==> src/rtl/iop_bus_pkg.sv <==
// iop_bus_pkg: shared definitions for the IOP408 bus arbiter and its round-robin picker.
//   - FSM state encoding (IDLE/BUSY/RESP) and the matching state_t enum
//   - requester index constants (IFU, LSU, DMA)
//   - read data returned on a timed-out transaction
//   - wrap_inc(): modulo-n increment of a requester index
package iop_bus_pkg;

    localparam logic [1:0] IDLE = 2'd0;
    localparam logic [1:0] BUSY = 2'd1;
    localparam logic [1:0] RESP = 2'd2;

    typedef enum logic [1:0] {
        S_IDLE = IDLE,
        S_BUSY = BUSY,
        S_RESP = RESP
    } state_t;

    localparam int REQ_IFU = 0;
    localparam int REQ_LSU = 1;
    localparam int REQ_DMA = 2;

    // Requester indices are carried in IDX_W bits; up to MAX_REQ requesters.
    localparam int IDX_W   = 2;
    localparam int MAX_REQ = 4;

    localparam logic [7:0] ERR_RDATA = 8'hFF;

    // (idx + 1) mod n, valid for idx < n <= MAX_REQ.
    function automatic logic [IDX_W-1:0] wrap_inc(input logic [IDX_W-1:0] idx,
                                                  input int unsigned n);
        logic [IDX_W-1:0] nxt;
        nxt = idx + 1'b1;
        if (32'(idx) + 32'd1 >= n) begin
            nxt = '0;
        end
        return nxt;
    endfunction

endpackage

==> src/rtl/iop_rr_pick.sv <==
// iop_rr_pick: combinational round-robin picker.
// Returns the first pending index at or after i_rr_ptr, wrapping modulo NREQ.
// Ports:
//   i_pending  [NREQ]   one bit per requester with an outstanding request
//   i_rr_ptr   [IDX_W]  index with highest priority this round (must be < NREQ)
//   o_grant    [IDX_W]  selected index (0 when nothing is pending)
//   o_any      [1]      at least one requester is pending
module iop_rr_pick
    import iop_bus_pkg::*;
#(
    parameter int unsigned NREQ = 3
) (
    input  logic [NREQ-1:0]  i_pending,
    input  logic [IDX_W-1:0] i_rr_ptr,
    output logic [IDX_W-1:0] o_grant,
    output logic             o_any
);

    // Pad to MAX_REQ so the IDX_W-bit walking index always addresses a real bit.
    logic [MAX_REQ-1:0] w_pend;
    logic [IDX_W-1:0]   w_idx;

    always_comb begin
        w_pend           = '0;
        w_pend[NREQ-1:0] = i_pending;
        w_idx            = i_rr_ptr;
        o_grant          = '0;
        o_any            = 1'b0;
        for (int k = 0; k < int'(NREQ); k++) begin
            if (!o_any && w_pend[w_idx]) begin
                o_grant = w_idx;
                o_any   = 1'b1;
            end
            w_idx = wrap_inc(w_idx, NREQ);
        end
    end

endmodule

==> src/rtl/iop_bus_arbiter.sv <==
// iop_bus_arbiter: round-robin arbiter for the IOP408 8-bit data / 16-bit address bus.
// One transaction in flight; IDLE -> BUSY (strobes live until rdy or timeout) -> RESP (ok pulse).
// Ports:
//   i_clk, i_rst_n          clock, asynchronous active-low reset
//   i_req_read/i_req_write  [NREQ]     per-requester strobes, held until that requester's ok
//   i_req_addr              [16*NREQ]  packed addresses, slice i = [16i+15:16i]
//   i_req_wdata             [8*NREQ]   packed write data
//   o_req_ok                [NREQ]     one-cycle completion pulse, one-hot or zero
//   o_req_rdata             [8]        registered read data, valid with o_req_ok
//   o_req_err               [1]        transaction timed out, valid with o_req_ok
//   o_addr, o_wdata, o_read, o_write   bus master outputs
//   i_rdata, i_rdy                     bus slave read data and ready
module iop_bus_arbiter
    import iop_bus_pkg::*;
#(
    parameter int unsigned NREQ    = 3,
    parameter int unsigned TIMEOUT = 255,
    parameter int unsigned TO_W    = 8
) (
    input  logic                 i_clk,
    input  logic                 i_rst_n,
    input  logic [NREQ-1:0]      i_req_read,
    input  logic [NREQ-1:0]      i_req_write,
    input  logic [16*NREQ-1:0]   i_req_addr,
    input  logic [8*NREQ-1:0]    i_req_wdata,
    output logic [NREQ-1:0]      o_req_ok,
    output logic [7:0]           o_req_rdata,
    output logic                 o_req_err,
    output logic [15:0]          o_addr,
    output logic [7:0]           o_wdata,
    output logic                 o_read,
    output logic                 o_write,
    input  logic [7:0]           i_rdata,
    input  logic                 i_rdy
);

    state_t           r_state, w_state_d;
    logic [IDX_W-1:0] r_grant, w_grant_d;
    logic [IDX_W-1:0] r_rr_ptr, w_rr_d;
    logic [TO_W-1:0]  r_cnt, w_cnt_d;
    logic [7:0]       r_rdata, w_rdata_d;
    logic             r_err, w_err_d;
    logic             r_bubble, w_bubble_d;

    logic [NREQ-1:0]  w_pending;
    logic [IDX_W-1:0] w_pick;
    logic             w_any;
    logic             w_gnt_rd;
    logic             w_gnt_wr;

    assign w_pending = i_req_read | i_req_write;
    assign w_gnt_rd  = i_req_read[r_grant];
    assign w_gnt_wr  = i_req_write[r_grant];

    iop_rr_pick #(
        .NREQ (NREQ)
    ) u_pick (
        .i_pending (w_pending),
        .i_rr_ptr  (r_rr_ptr),
        .o_grant   (w_pick),
        .o_any     (w_any)
    );

    always_comb begin
        w_state_d  = r_state;
        w_grant_d  = r_grant;
        w_rr_d     = r_rr_ptr;
        w_cnt_d    = r_cnt;
        w_rdata_d  = r_rdata;
        w_err_d    = r_err;
        w_bubble_d = 1'b0;
        o_addr     = '0;
        o_wdata    = '0;
        o_read     = 1'b0;
        o_write    = 1'b0;
        o_req_ok   = '0;
        unique case (r_state)
            S_IDLE: begin
                // The IDLE cycle right after RESP never grants: it is the slot in which the
                // served requester drops or replaces its still-held request.
                if (!r_bubble && w_any) begin
                    w_grant_d = w_pick;
                    w_rr_d    = wrap_inc(w_pick, NREQ);
                    w_cnt_d   = '0;
                    w_state_d = S_BUSY;
                end
            end
            S_BUSY: begin
                // Address/data are live: the requester holds them stable until ok.
                o_addr  = i_req_addr[{r_grant, 4'b0000} +: 16];
                o_wdata = i_req_wdata[{r_grant, 3'b000} +: 8];
                o_write = w_gnt_wr;
                o_read  = w_gnt_rd & ~w_gnt_wr;
                w_cnt_d = r_cnt + 1'b1;
                if (!(w_gnt_rd || w_gnt_wr)) begin
                    // Request withdrawn mid-transaction: abandon it silently.
                    w_cnt_d   = '0;
                    w_state_d = S_IDLE;
                end else if (i_rdy) begin
                    w_rdata_d = i_rdata;
                    w_err_d   = 1'b0;
                    w_state_d = S_RESP;
                end else if (r_cnt == TO_W'(TIMEOUT - 1)) begin
                    w_rdata_d = ERR_RDATA;
                    w_err_d   = 1'b1;
                    w_state_d = S_RESP;
                end
            end
            S_RESP: begin
                o_req_ok[r_grant] = 1'b1;
                w_cnt_d           = '0;
                w_err_d           = 1'b0;
                w_bubble_d        = 1'b1;
                w_state_d         = S_IDLE;
            end
            default: begin
                w_state_d = S_IDLE;
            end
        endcase
    end

    assign o_req_rdata = r_rdata;
    assign o_req_err   = r_err & (r_state == S_RESP);

    always_ff @(posedge i_clk or negedge i_rst_n) begin
        if (!i_rst_n) begin
            r_state  <= S_IDLE;
            r_grant  <= IDX_W'(REQ_IFU);
            r_rr_ptr <= IDX_W'(REQ_IFU);
            r_cnt    <= '0;
            r_rdata  <= '0;
            r_err    <= 1'b0;
            r_bubble <= 1'b0;
        end else begin
            r_state  <= w_state_d;
            r_grant  <= w_grant_d;
            r_rr_ptr <= w_rr_d;
            r_cnt    <= w_cnt_d;
            r_rdata  <= w_rdata_d;
            r_err    <= w_err_d;
            r_bubble <= w_bubble_d;
        end
    end

endmodule
==> config.mk <==
export PLATFORM = sky130hd
export DESIGN_NAME = iop_bus_arbiter
export DESIGN_NICKNAME = d
export VERILOG_FILES = /design/src/rtl/iop_bus_pkg.sv /design/src/rtl/iop_rr_pick.sv /design/src/rtl/iop_bus_arbiter.sv
export SDC_FILE = /design/constraint.sdc
export NUM_CORES = 1
export LEC_CHECK = 0
export CORE_MARGIN = 5
export CORE_UTILIZATION = 30
export CTS_BUF_LIST = sky130_fd_sc_hd__clkbuf_4 sky130_fd_sc_hd__clkbuf_8 sky130_fd_sc_hd__clkbuf_16
export DETAILED_ROUTE_END_ITERATION = 8
export GPL_ROUTABILITY_DRIVEN = 0
export PLACE_DENSITY = 0.7
export SYNTH_ARGS = -nofsm -noshare
export SYNTH_HDL_FRONTEND = slang
export SYNTH_HIERARCHICAL = 1
export SYNTH_SLANG_ARGS = --single-unit
==> constraint.sdc <==
create_clock -name i_clk -period 5.8 [get_ports i_clk]
set_clock_uncertainty 0.05 [all_clocks]
set_input_delay 1.16 -clock i_clk [delete_from_list [all_inputs] [get_ports i_clk]]
set_output_delay 1.16 -clock i_clk [all_outputs]
set_load 0.03 [all_outputs]
==> out/metrics.yaml <==
outcome: "finished clean"
crit_path_top_delay_cell: "clkdlybuf4s50_1"
cts_buffer_depth: 2
swShare_pct: 49.3
detail_route.wl_per_cell_um: 16.2
cpLargestDelayFamily: "buffers and inverters"
internal_power_mw: 0.723
max_stage_delay_ns: 0.73
critPathArrivalTime_ns: 3.06
antennaDiodeCount: 0
htreeDepth: 1
critPathRequiredTime_ns: 4.59
io_pins: 127
cp_max_fo: 6
p_per_area_nw_per_um2: 440
die_y_um: 88.6
fillers: 559
p_sw_mw: 0.704
syn_inst: 229
grt_pass1_wl_mm: 10.2
io_buffers: 126
hold_path.class: "reg2reg"
slew_violations: 0
hpwl_mm: 5.49
p_total_mw: 1.43
max_freq_mhz: 234
cp-end-kind: "output pin"
cts_num_sinks: 24
fin_crit_ns: 4.27
start_util_pct: 31.1
avgSynthCellArea_um2: 8.09
drive_above_1_share_pct: 5.70
die_x_um: 88.6
setup_viol_count_final: 0
tightest_slew_ns: 1.05
grt_pass1_vias: 2032
ys_ff_latch: 24
grt_use_total_pct: 16.6
numCtsBuffers: 3
synth_area_um2: 1850
async_reset_ff_share_pct: 100
synthFlopType: "dfrtp_1"
rsz0062_at_grt: "false"
maxSlewHeadroom_pct: 29.5
pwr-share-seq_pct: 18.4
cts_tree: "yes"
yosys_warnings: 6
cap_violations: 0
synth_seq_area_share_pct: 32.4
cp-start-kind: "input port"
hold-worst-slack_ns: 0.458
drc_errors: 0
clock-root-buffer: "clkbuf_8"
post_drt_via_cell_ratio: 4.91
post-cts-setup-buffers: 0
wl_mm: 6.88
ir_worst_vdd_uv: 252
core_area_um2: 5960
dr_total_vias: 2091
antenna_found_initial: 0
power_frac_clock_pct: 8.1
grt_max_degree: 33
crit_chain: "clkdlybuf4s50_1, mux2i_1, o2bb2ai_1, nor3_1, clkdlybuf4s50_1"
nets: 443
worst_path_most_repeated_cell: "clkdlybuf4s50_1"
drtAntennaViolNets: 0
grt_remaining_overflow: 0
hold_violations: 0
ff2ff_setup_slack_ns: 3.56
dieArea_um2: 7850
placementRows: 28
worst-setup-path-type: "in2out"
drt_pass1_iterations: 4
synth.distinct_cells: 39
clkTransAtPathRegs_ns: 0.09
finalCritPeriodShare_pct: 73.7
cp_num_buf_inv: 2
dr.first_iter.drc_count: 110
synth_edf_count: 0
clock_latency_ns: 0.27
cts_hold_buffers: 0
syn2layout_area_growth_pct: 75.0
leakagePower_nw: 1.26
synthesis.nets: 320
postCtsResizedCells: 0
setup_tns_ns: 0
p_comb_share_pct: 73.5
-- per-stage QoR --
stage | cell area, µm² | worst slack [ns] | cells | util, %
2_1_floorplan | 1850 | 2.34 | 229 | -
3_3_place_gp | 3190 | 1.57 | 422 | 53.5
3_5_place_dp | 3190 | 1.55 | 422 | 53.5
4_1_cts | 3240 | 1.55 | 426 | 54.5
5_1_grt | 3240 | 1.43 | 426 | 54.5
6_report | 3240 | 1.53 | 426 | 54.5
-- worst reg2reg max path, cell delays in order, from the launching register on --
cell       delay, ns
dfrtp_1         0.37
buf_4           0.42
mux2i_1         0.41
o2bb2ai_1       0.24
o211ai_2        0.47
o211a_1         0.22
-- synth_stat cells (all sizes together) (3+ instances only) --
cell type  instances  area, µm²
nor2              50        188
a21oi             27        135
mux2i             26        260
dfrtp             24        601
nand2             15       56.3
o21ai             10       50.1
o22a               8       70.1
buf                6       30.0
clkbuf             6       22.5
inv                5       18.8
or2                5       31.3
nand3              4       20.0
o211ai             4       35.0
nand2b             3       18.8
nor2b              3       18.8
nor3               3       15.0
-- final timing paths --
kind,startpoint,end,depth (start not counted)
min reg2reg,o_req_rdata[2]$_DFFE_PN0P_,o_req_rdata[2]$_DFFE_PN0P_,1
max in group asynchronous,i_rst_n,r_grant[1]$_DFFE_PN0P_,1
min in group asynchronous,i_rst_n,r_cnt[1]$_DFFE_PN0P_,1
max reg2reg,r_grant[1]$_DFFE_PN0P_,r_err$_DFFE_PN0P_,5
min,o_req_rdata[2]$_DFFE_PN0P_,o_req_rdata[2]$_DFFE_PN0P_,1
max,i_req_write[2],o_read,5
-- sequential cells by signal, summed over array words and instances (netlist names) --
name         flops
o_req_rdata      8
r_err            1
r_cnt            8
r_state          2
r_grant          2
r_rr_ptr         2
r_bubble         1
-- area by class of cell --
| class | count | area, µm² | area share, % |
|---|---|---|---|
| multi-input cells | 188 | 1180 | 36.5 |
| repair buffers | 130 | 1290 | 39.8 |
| clock buffers | 4 | 55.1 | 1.70 |
| flip-flops and latches | 24 | 601 | 18.5 |
| inverters | 5 | 18.8 | 0.579 |
| well taps | 75 | 93.8 | 2.89 |
-- logic make-up (layout without fill, tap and decap cells) --
logic type / Yosys count / after routing / synth area share (%)
fa+ha+maj: 2 / 2 / 1.35
mux: 28 / 28 / 15.3
simple gates: 91 / 91 / 21.6
compound gates: 67 / 67 / 25.5
buf+inv: 17 / 139 / 3.85
flops: 24 / 24 / 32.4
-- layout by cell type (no fill, tap or decap), drive strengths merged, types with 2 or more instances in the layout --
master / instances
inv: 5
a21oi: 27
o21ai: 10
or3: 2
nor3b: 2
and2: 2
nand2: 15
a2bb2oi: 2
nor4: 2
or2: 5
nor2: 50
a22o: 2
o2bb2ai: 2
o211a: 2
o22a: 8
o211ai: 4
mux2i: 26
buf: 4
clkdlybuf4s50: 126
nand2b: 3
clkbuf: 4
ha: 2
nor3: 3
nand3: 4
nor2b: 3
mux2: 2
dfrtp: 24
a221o: 2
-- power groups by stage --
stage,combinational (mW),sequential [mW],clock [mW]
after floorplan,0.612,0.318,0
after global placement,1.05,0.266,0
after detailed placement,1.05,0.267,0
after CTS,1.06,0.263,0.119
after global routing,1.13,0.273,0.126
final,1.05,0.263,0.116
-- routing by layer --
layer	track usage (%)	share of wire [%]	vias up
li1	-	-	1065
met1	20.5	40	969
met2	29.6	55	42
met3	2.98	3.1	15
met4	4.53	2.0	0
met5	0	0	-
(Power assumes the default switching activity.)
